[src/rtl/btn_uart_pkg.sv]
`default_nettype none
// ---------------------------------------------------------------------------
// btn_uart_pkg : shared types and constants for the button-to-UART arbiter
// Revision: 1.0
// ---------------------------------------------------------------------------
package btn_uart_pkg;

  typedef enum logic [1:0] {
    IDLE      = 2'd0,
    SEND_CHAR = 2'd1,
    SEND_LF   = 2'd2
  } state_t;

  localparam logic [7:0] LF_BYTE = 8'h0A;

endpackage
`default_nettype wire

[src/rtl/rr_pick.sv]
`default_nettype none
// ---------------------------------------------------------------------------
// rr_pick : first set request bit at or above ptr, wrapping around
// Revision: 1.0
// ---------------------------------------------------------------------------
module rr_pick #(
  parameter int N  = 4,
  parameter int IW = 2
) (
  input  logic [N-1:0]  req,
  input  logic [IW-1:0] ptr,
  output logic [IW-1:0] grant
);

  logic [IW-1:0] idx;

  // Scan from farthest to nearest so the closest match to ptr is written last.
  always_comb begin
    grant = '0;
    idx   = '0;
    for (int k = N - 1; k >= 0; k--) begin
      idx = IW'((int'(ptr) + k) % N);
      if (req[idx]) grant = idx;
    end
  end

endmodule
`default_nettype wire

[src/rtl/btn_uart_arbiter.sv]
`default_nettype none
// ---------------------------------------------------------------------------
// btn_uart_arbiter : round-robin arbiter turning button presses into TX bytes
// Revision: 1.0
// ---------------------------------------------------------------------------
module btn_uart_arbiter
  import btn_uart_pkg::*;
#(
  parameter int         N_BTN     = 4,
  parameter logic [7:0] CHAR_BASE = 8'h30,
  parameter bit         APPEND_LF = 1'b1
) (
  input  logic             clk,
  input  logic             rst,
  input  logic [N_BTN-1:0] btn_pulse,
  input  logic             fifo_full,
  output logic             fifo_push,
  output logic [7:0]       fifo_wdata,
  output logic [N_BTN-1:0] pending,
  output logic             busy,
  output logic [7:0]       drop_cnt
);

  localparam int IW = (N_BTN > 1) ? $clog2(N_BTN) : 1;

  state_t           state;
  logic [IW-1:0]    rr_ptr;
  logic [IW-1:0]    grant;
  logic [IW-1:0]    pick;
  logic [N_BTN-1:0] clr;
  logic [N_BTN-1:0] drop;
  logic [3:0]       drop_n;
  logic [8:0]       drop_sum;

  rr_pick #(
    .N  (N_BTN),
    .IW (IW)
  ) u_rr_pick (
    .req   (pending),
    .ptr   (rr_ptr),
    .grant (pick)
  );

  // Push depends only on state and FIFO back-pressure, never on fresh pulses.
  always_comb begin
    fifo_push  = 1'b0;
    fifo_wdata = 8'h00;
    if ((state == SEND_CHAR || state == SEND_LF) && !fifo_full) begin
      fifo_push  = 1'b1;
      fifo_wdata = (state == SEND_CHAR) ? (CHAR_BASE + 8'(grant)) : LF_BYTE;
    end
  end

  always_comb begin
    clr = '0;
    if (state == SEND_CHAR && fifo_push) clr[grant] = 1'b1;
    drop   = btn_pulse & pending & ~clr;
    drop_n = '0;
    for (int i = 0; i < N_BTN; i++) drop_n = drop_n + 4'(drop[i]);
    drop_sum = {1'b0, drop_cnt} + 9'(drop_n);
  end

  assign busy = (state != IDLE);

  always_ff @(posedge clk or posedge rst) begin
    if (rst) begin
      state    <= IDLE;
      pending  <= '0;
      rr_ptr   <= '0;
      grant    <= '0;
      drop_cnt <= 8'h00;
    end else begin
      // A new pulse on a bit being cleared re-arms it.
      pending  <= (pending & ~clr) | btn_pulse;
      drop_cnt <= drop_sum[8] ? 8'hFF : drop_sum[7:0];
      case (state)
        IDLE: begin
          if (pending != '0) begin
            grant <= pick;
            state <= SEND_CHAR;
          end
        end
        SEND_CHAR: begin
          if (fifo_push) begin
            rr_ptr <= (grant == IW'(N_BTN - 1)) ? '0 : grant + IW'(1);
            state  <= APPEND_LF ? SEND_LF : IDLE;
          end
        end
        SEND_LF: begin
          if (fifo_push) state <= IDLE;
        end
        default: state <= IDLE;
      endcase
    end
  end

endmodule
`default_nettype wire

[config.mk]
export PLATFORM = sky130hd
export DESIGN_NAME = btn_uart_arbiter
export DESIGN_NICKNAME = d
export VERILOG_FILES = /design/src/rtl/btn_uart_pkg.sv /design/src/rtl/rr_pick.sv /design/src/rtl/btn_uart_arbiter.sv
export SDC_FILE = /design/constraint.sdc
export NUM_CORES = 1
export LEC_CHECK = 0
export ABC_AREA = 1
export CAP_MARGIN = 15
export CORE_UTILIZATION = 54
export DETAILED_ROUTE_END_ITERATION = 10
export PLACE_DENSITY = 0.85
export RECOVER_POWER = 100
export REMOVE_ABC_BUFFERS = 1
export SETUP_SLACK_MARGIN = 0.2
export SYNTH_ARGS = -nofsm -noshare
export SYNTH_HDL_FRONTEND = slang
export SYNTH_SLANG_ARGS = --single-unit
[constraint.sdc]
create_clock -name clk -period 5.43 [get_ports clk]
set_input_delay 1.086 -clock clk [delete_from_list [all_inputs] [get_ports clk]]
set_output_delay 1.086 -clock clk [all_outputs]
set_load 0.02 [all_outputs]
==> results of run 1 <==
[sequential cells by signal, summed over array words and instances, names as in the netlist]
signal    count
state         2
pending       4
rr_ptr        2
drop_cnt      8
grant         2
[synth_stat cells, types with 2 or more instances]
master and n:
nand2_1 59, inv_1 28, dfrtp_1 18, nand3_1 14
ha_1 9, nor2_1 8, o21ai_0 5, a21oi_1 4
buf_4 4, inv_2 4, fa_1 3, o21ai_1 3
nand2_2 2, nand3_2 2, nor2_4 2
[worst reg2reg max path, delay by kind of cell, from the launching register on]
family	cells	cell delay (ns)
adder cells (fa/ha/maj)	4	1.42
AND/OR/NAND/NOR	8	1.10
flip-flops	1	0.43
buffers and inverters	2	0.28
AO/OA/AOI/OAI	1	0.17
[cell type report]
cell class	instances	share of cell area, %
repair buffers	25	16.09
inverters	34	8.286
multi-input cells	123	42.96
flip-flops and latches	18	28.96
clock buffers	3	1.448
well taps	28	2.253
[layer usage]
metal	track usage (%)	part of all wire (%)
met1	27.12	40
met2	46.93	53
met3	4.167	5.8
met4	8.796	1.2
met5	0	0
[power by group through the flow]
stage	combinational [mW]	sequential, mW	clock (mW)
after floorplan	0.371	0.293	0
after global placement	0.581	0.261	0
after detailed placement	0.606	0.264	0
after CTS	0.615	0.263	0.0678
after global routing	0.658	0.267	0.0727
final	0.582	0.258	0.0668
[cell families after synthesis]
logic type | count (synthesis) | share of synthesized area (%)
flip-flops | 18 | 34.72
other | 1 | 0.2890
adder cells (fa/ha/maj) | 12 | 13.31
AO/OA/AOI/OAI | 15 | 6.268
buffers and inverters | 39 | 13.40
AND/OR/NAND/NOR | 92 | 31.34
XOR/XNOR | 1 | 0.6751
[how the worst min path moves through the flow]
stage                              start              endpoint  slack, ns  cells past startpoint
finish              grant[1]$_DFFE_PP0P_  grant[1]$_DFFE_PP0P_       0.55                      2
global route        grant[1]$_DFFE_PP0P_  grant[1]$_DFFE_PP0P_       0.59                      2
CTS                 grant[1]$_DFFE_PP0P_  grant[1]$_DFFE_PP0P_       0.56                      2
detailed placement  grant[1]$_DFFE_PP0P_  grant[1]$_DFFE_PP0P_       0.53                      2
global placement    state[0]$_DFFE_PP0P_  state[0]$_DFFE_PP0P_       0.53                      2
floorplan           grant[1]$_DFFE_PP0P_  grant[1]$_DFFE_PP0P_       0.50                      2
[metrics by stage]
stage / area, µm² / worst slack, ns / instances / util, % / total power [mW]
global route: 1555 / 0.8979 / 231 / 69.64 / 0.9979
global placement: 1549 / 1.348 / 228 / 69.36 / 0.8418
detailed placement: 1549 / 1.138 / 228 / 69.36 / 0.8695
floorplan: 1264 / 1.688 / 175 / - / 0.6641
CTS: 1572 / 1.398 / 231 / 70.36 / 0.9455
finish: 1555 / 1.236 / 231 / 69.64 / 0.9060
==> flow_metrics.tcl, run 1 <==
set metrics [dict create \
    dp_hpwl_um 2206 \
    grt_overflow 0 \
    first_pass_iters 4 \
    crit_top_cell "nand2_1" \
    multiInputGateArea_um2 668.1 \
    track_usage_pct 24.71 \
    core-area_um2 2233 \
    synth-edff-count 0 \
    setup.worst_path.start_class "primary input" \
    cts_buffers 3 \
    async_flop_share_pct 100.0 \
    antenna_left 0 \
    fin_skew_ns 0.002705 \
    cts_root_buf "clkbuf_4" \
    grt_pass1_wl_um 4733 \
    wl_per_cell_um 12.20 \
    layout_common_cells "nand2_1 (59), inv_1 (28), dlygate4sd3_1 (21)" \
    start_util_pct 58.10 \
    yosysTopAreaCellShare_pct 34.72 \
    worstSetupPathType "in2reg" \
    worst-path-buf-inv 4 \
    synth_sequential_area_ratio_pct 34.72 \
    yosys-top-cells-area "dfrtp_1 (35%), nand2_1 (17%), ha_1 (8.7%), inv_1 (8.1%), nand3_1 (5.4%)" \
    grt_max_degree 19 \
    rrSetupSlack_ns 1.95 \
    clk_pin_slew_ns 0.10 \
    intPower_uw 440.6 \
    nets 224 \
    hold_path_class "reg2reg" \
    via_count 1161 \
    antennaDiodeCount 0 \
    drc 0 \
    whs_ns 0.5545 \
    synthCells 178 \
    drive_above_1_share_pct 6.897 \
    netlist_area_um2 1297 \
    cts.sinks 18 \
    fp-row-count 17 \
    wl_um 2818 \
    crit_path_cell_trace "dlygate4sd3_1 > inv_1 > nand2_1 > clkinv_1 > nand2_1 > nand3_1 > fa_1 > fa_1 > inv_1 > fa_1 > nand2_1 > nor2_1 > nand2_1 > nor2_1 > nand3_1 > o21ai_0" \
    tightest_slew_ns 0.7024 \
    finalHoldViolations 0 \
    yosys.area.top_type "dfrtp_1" \
    final_common_cell "nand2_1" \
    first_iter_violations 44 \
    combPwrFrac_pct 64.2 \
    antenna_found_initial 0 \
    yosys_warnings 0 \
    regArea_um2 450.4 \
    total_leakage_power_nw 0.8483 \
    maxCapViolCount 0 \
    port_buffers 25 \
    io_pins 29 \
    nFillCells 178 \
    arrival_ns 4.40 \
    setup-tns-final_ns 0 \
    dieArea_um2 2603 \
    p_sw_uw 465.4 \
    slew_viol_final 0 \
    power_frac_seq_pct 28.4 \
    synth_ff_type "dfrtp_1" \
    area_delta_synth_final_pct 19.86 \
    post-route-period-util_pct 77.24 \
    status "completed" \
    cp.required_ns 5.64 \
    clk_latency_ns 0.29 \
    setup_viol 0 \
    via_per_inst 5.026 \
    cp_max_fo 9 \
    crit_family "adder cells" \
    cp.depth 16 \
    cp-end-kind "register" \
    slew_headroom_pct 53.12 \
    p_per_area_nw_per_um2 582.6 \
    synth_cell_types 28 \
    die_w_um 51.02 \
    place_congestion 0.8210 \
    endpoint "drop_cnt[2]$_DFF_PP0_" \
    ctsResizeCount 0 \
    htreeDepth 1 \
    slowest_stage "dlygate4sd3_1" \
    grt_pass1_vias 1117 \
    cts_setup_buffers 0 \
    critical_path.startpoint "fifo_full" \
    tritoncts "yes" \
    rsz0062_at_grt "false" \
    crit_path_max_incr_delay_ns 0.58 \
    ys_seq_elements 18 \
    clkPwrFrac_pct 7.4 \
    clockBufferDepth 2 \
    swShare_pct 51.37 \
    r2r.worst_path.cells 15 \
    dieHeight_um 51.02 \
    min_period_ns 4.194 \
    r2r_start "state[0]$_DFFE_PP0P_" \
    ir_drop_mv 0.3874 \
    postCtsHoldBufs 0 \
    syn_avg_cell_area_um2 7.289 \
    max_freq_ghz 0.2384 \
    rr_endpoint "drop_cnt[2]$_DFF_PP0_" \
]
(Power assumes the default switching activity.)
==> run 2, diff against run 1 <==
--- a/config.mk
+++ b/config.mk
@@ -7,9 +7,9 @@
 export LEC_CHECK = 0
 export ABC_AREA = 1
 export CAP_MARGIN = 15
-export CORE_UTILIZATION = 54
+export CORE_UTILIZATION = 50
 export DETAILED_ROUTE_END_ITERATION = 10
-export PLACE_DENSITY = 0.85
+export PLACE_DENSITY = 0.79
 export RECOVER_POWER = 100
 export REMOVE_ABC_BUFFERS = 1
 export SETUP_SLACK_MARGIN = 0.2
==> constraint.sdc (replaced) <==
create_clock -name clk -period 4.1 [get_ports clk]
set_input_delay 0.82 -clock clk [delete_from_list [all_inputs] [get_ports clk]]
set_output_delay 0.82 -clock clk [all_outputs]
set_load 0.02 [all_outputs]
==> flow_metrics.tcl, run 2 (same netlist as run 1, synthesis figures left out) <==
set metrics [dict create \
    status "completed" \
    p_per_area_nw_per_um2 769.3 \
    clockBufferDepth 2 \
    cp.required_ns 4.32 \
    dieArea_um2 2803 \
    dieHeight_um 52.94 \
    clk_latency_ns 0.29 \
    cts_root_buf "clkbuf_4" \
    clk_pin_slew_ns 0.10 \
    port_buffers 25 \
    wl_per_cell_um 12.00 \
    finalHoldViolations 0 \
    fp-row-count 18 \
    cts_setup_buffers 0 \
    layout_common_cells "nand2_1 (59), inv_1 (28), dlygate4sd3_1 (21)" \
    setup.worst_path.start_class "primary input" \
    start_util_pct 52.85 \
    cp_max_fo 7 \
    arrival_ns 3.87 \
    cp-end-kind "register" \
    final_common_cell "nand2_1" \
    slew_headroom_pct 53.66 \
    crit_path_cell_trace "dlygate4sd3_1 > inv_1 > nand2_1 > clkinv_1 > nand2_1 > nand3_1 > fa_1 > fa_1 > inv_1 > fa_1 > nand2_1 > nor2_1 > nand2_1 > nor2_2 > nand3_2 > o21ai_1" \
    slowest_stage "dlygate4sd3_1" \
    hold_path_class "reg2reg" \
    grt_pass1_wl_um 4809 \
    area_delta_synth_final_pct 20.93 \
    wl_um 2808 \
    antenna_left 0 \
    grt_overflow 0 \
    largest_reg_flops 8 \
    cts.sinks 18 \
    drive_above_1_share_pct 7.843 \
    top_register "drop_cnt" \
    worstSetupPathType "in2reg" \
    total_leakage_power_nw 0.8496 \
    via_count 1167 \
    post-route-period-util_pct 88.93 \
    grt_max_degree 19 \
    via_per_inst 4.987 \
    slew_viol_final 0 \
    nFillCells 209 \
    ir_drop_mv 0.4990 \
    die_w_um 52.94 \
    place_ws_ns 0.1818 \
    core-area_um2 2455 \
    grt_pass1_vias 1165 \
    first_iter_violations 39 \
    crit_top_cell "nand2_1" \
    tritoncts "yes" \
    crit_path_max_incr_delay_ns 0.57 \
    maxCapViolCount 0 \
    setup-tns-final_ns 0 \
    drc 0 \
    track_usage_pct 24.18 \
    tightest_slew_ns 0.6943 \
    io_pins 29 \
    first_pass_iters 4 \
    fin_skew_ns 0.0008009 \
    setup_viol 0 \
    max_freq_ghz 0.2743 \
    rsz0062_at_grt "false" \
    place_congestion 0.7761 \
    min_period_ns 3.646 \
    nets 225 \
    cts_buffers 3 \
    htreeDepth 1 \
    antenna_found_initial 0 \
    top_regs "drop_cnt x8, pending x4" \
    antennaDiodeCount 0 \
    setup_slack_ns 0.4538 \
    postCtsHoldBufs 0 \
    dp_hpwl_um 2293 \
]
==> run 2: changes by cell type in the layout (fill, tap and decap cells not counted), sizes merged <==
cell / before / now
clkbuf: 3 / 4
==> run 2: worst paths after layout <==
kind | from | to | slack (ns) | depth (start not counted)
min | pending[0]$_DFF_PP0_ | pending[0]$_DFF_PP0_ | 0.56 | 2
min in group asynchronous | rst | drop_cnt[5]$_DFF_PP0_ | 1.05 | 2
max | fifo_full | drop_cnt[5]$_DFF_PP0_ | 0.45 | 16
max in group asynchronous | rst | pending[2]$_DFF_PP0_ | 2.61 | 2
max reg2reg | state[0]$_DFFE_PP0P_ | drop_cnt[5]$_DFF_PP0_ | 0.88 | 15
min reg2reg | pending[0]$_DFF_PP0_ | pending[0]$_DFF_PP0_ | 0.56 | 2
==> run 2: layer usage <==
metal	part of all wire (%)	global-route usage (%)
met1	41	25.63
met2	55	46.62
met3	2.0	3.736
met4	1.4	9.649
met5	0	0
==> run 2: critical path: cells and delay by family <==
kind                     cells  cell delay, ns
adder cells (fa/ha/maj)      3            1.17
AO/OA/AOI/OAI                1            0.14
buffers and inverters        4            0.84
AND/OR/NAND/NOR              8            0.89
==> run 2: repair_timing <==
action | 4_1_cts | 5_1_grt
setup endpoints to repair | 0 | 2
gates resized for setup | 0 | 1
endpoints found under the hold margin | 0 | 0
==> run 2: power by group <==
group / total, mW / switching, mW / internal [mW]
clock network: 0.0895 / 0.0553 / 0.0343
logic: 0.773 / 0.475 / 0.298
registers: 0.345 / 0.0897 / 0.255
total: 1.21 / 0.620 / 0.587
==> run 2: final cells by class <==
cell class	instances	area, µm²	area share (%)
sequential	18	450.4	28.71
tap	30	37.54	2.392
multi-input combinational	123	675.6	43.06
clock buffer	3	22.52	1.435
timing repair buffer	26	254.0	16.19
inverter	34	128.9	8.214
==> run 2: per-stage QoR <==
stage          cell area (µm²)  utilization [%]  power [mW]  hold slack (ns)  std cells
2_1_floorplan             1264                -      0.8795           0.4992        175
3_3_place_gp              1559            63.51       1.116           0.5370        231
4_1_cts                   1582            64.42       1.258           0.5601        234
3_5_place_dp              1559            63.51       1.162           0.5368        231
5_1_grt                   1569            63.91       1.334           0.5879        234
6_report                  1569            63.91       1.207           0.5568        234
==> run 3, diff against run 2 <==
--- a/config.mk
+++ b/config.mk
@@ -12,7 +12,6 @@
 export PLACE_DENSITY = 0.79
 export RECOVER_POWER = 100
 export REMOVE_ABC_BUFFERS = 1
-export SETUP_SLACK_MARGIN = 0.2
 export SYNTH_ARGS = -nofsm -noshare
 export SYNTH_HDL_FRONTEND = slang
 export SYNTH_SLANG_ARGS = --single-unit
==> flow_metrics.tcl, run 3 (same netlist as run 1, synthesis figures left out) <==
set metrics [dict create \
    status "completed" \
    clk_latency_ns 0.29 \
    cp-end-kind "register" \
    swShare_pct 51.38 \
    finalHoldViolations 0 \
    power_frac_seq_pct 28.5 \
    post-route-period-util_pct 89.02 \
    layout_common_cells "nand2_1 (59), inv_1 (28), dlygate4sd3_1 (21)" \
    p_sw_uw 619.1 \
    io_pins 29 \
    regArea_um2 450.4 \
    clkPwrFrac_pct 7.4 \
    dieArea_um2 2803 \
    port_buffers 25 \
    slew_viol_final 0 \
    critical_path.startpoint "fifo_full" \
    power_mw 1.205 \
    p_per_area_nw_per_um2 768.0 \
    combPwrFrac_pct 64.0 \
    setup_viol 0 \
    die_w_um 52.94 \
    setup_slack_ns 0.4501 \
    top_regs "drop_cnt x8, pending x4" \
    slew_headroom_pct 53.71 \
    multiInputGateArea_um2 675.6 \
    maxCapViolCount 0 \
    hold_path_class "reg2reg" \
    fp-row-count 18 \
    worstSetupPathType "in2reg" \
    grt_pass1_vias 1165 \
    min_period_ns 3.650 \
    largest_reg_flops 8 \
    cts.sinks 18 \
    antenna_found_initial 0 \
    antennaDiodeCount 0 \
    track_usage_pct 24.18 \
    area_delta_synth_final_pct 20.93 \
    ctsResizeCount 0 \
    intPower_uw 585.8 \
    setup.worst_path.start_class "primary input" \
    arrival_ns 3.86 \
    postCtsHoldBufs 0 \
    rsz0062_at_grt "false" \
    fin_skew_ns 0.001258 \
    dp_hpwl_um 2293 \
    tightest_slew_ns 0.6935 \
    wl_um 2791 \
    cts_root_buf "clkbuf_4" \
    start_util_pct 52.85 \
    first_iter_violations 37 \
    antenna_left 0 \
    r2r_start "state[0]$_DFFE_PP0P_" \
    core-area_um2 2455 \
    cp.required_ns 4.31 \
    clockBufferDepth 2 \
    cts_setup_buffers 0 \
    place_congestion 0.7761 \
    cts_buffers 3 \
    drive_above_1_share_pct 7.843 \
    drc 0 \
    top_register "drop_cnt" \
    first_pass_iters 4 \
    hp-start "pending[0]$_DFF_PP0_" \
    grt_pass1_wl_um 4809 \
    setup-tns-final_ns 0 \
    nFillCells 208 \
    wl_per_cell_um 11.93 \
    final_common_cell "nand2_1" \
    place_ws_ns 0.1818 \
    total_leakage_power_nw 0.8495 \
    ir_drop_mv 0.4994 \
    clk_pin_slew_ns 0.10 \
    grt_max_degree 19 \
    htreeDepth 1 \
    dieHeight_um 52.94 \
    tritoncts "yes" \
    via_count 1167 \
    nets 225 \
    max_freq_ghz 0.2740 \
    cp_max_fo 7 \
    grt_overflow 0 \
    via_per_inst 4.987 \
]
==> run 3: final cells by class <==
class | count | share of cell area [%]
Inverter | 34 | 8.214
Clock buffer | 3 | 1.435
Tap cell | 30 | 2.392
Sequential cell | 18 | 28.71
Multi-Input combinational cell | 123 | 43.06
Timing Repair Buffer | 26 | 16.19
==> run 3: per-layer routing <==
metal	part of all wire, %	GRT usage [%]
met1	41	25.63
met2	55	46.62
met3	1.7	3.736
met4	1.5	9.649
met5	0	0
==> run 3: critical path: stages <==
cell           delay (ns)
dlygate4sd3_1        0.57
inv_1                0.05
nand2_1              0.09
clkinv_1             0.12
nand2_1              0.09
nand3_1              0.09
fa_1                 0.50
fa_1                 0.47
inv_1                0.10
fa_1                 0.20
nand2_1              0.09
nor2_2               0.12
nand2_1              0.08
nor2_1               0.16
nand3_2              0.16
o21ai_0              0.14
==> run 3: path summary, 6_finish.rpt <==
check                                        end  slack, ns  cells after the start
max in group asynchronous   pending[2]$_DFF_PP0_       2.61                      2
min in group asynchronous  drop_cnt[5]$_DFF_PP0_       1.05                      2
max                        drop_cnt[5]$_DFF_PP0_       0.45                     16
min reg2reg                 pending[0]$_DFF_PP0_       0.56                      2
min                         pending[0]$_DFF_PP0_       0.56                      2
max reg2reg                drop_cnt[5]$_DFF_PP0_       0.88                     15
==> run 3: per-stage QoR <==
stage	utilization (%)	hold WS [ns]	std cells	cell area, µm²
after CTS	64.42	0.5601	234	1582
final	63.91	0.5572	234	1569
after global routing	63.91	0.5879	234	1569
after detailed placement	63.51	0.5368	231	1559
after global placement	63.51	0.5370	231	1559
after floorplan	-	0.4992	175	1264
==> run 3: power by group through the flow <==
stage          sequential (mW)  combinational, mW  clock [mW]
5_1_grt                  0.358              0.876      0.0973
2_1_floorplan            0.388              0.491           0
3_3_place_gp             0.346              0.770           0
3_5_place_dp             0.350              0.811           0
4_1_cts                  0.349              0.818      0.0912
6_report                 0.344              0.772      0.0897
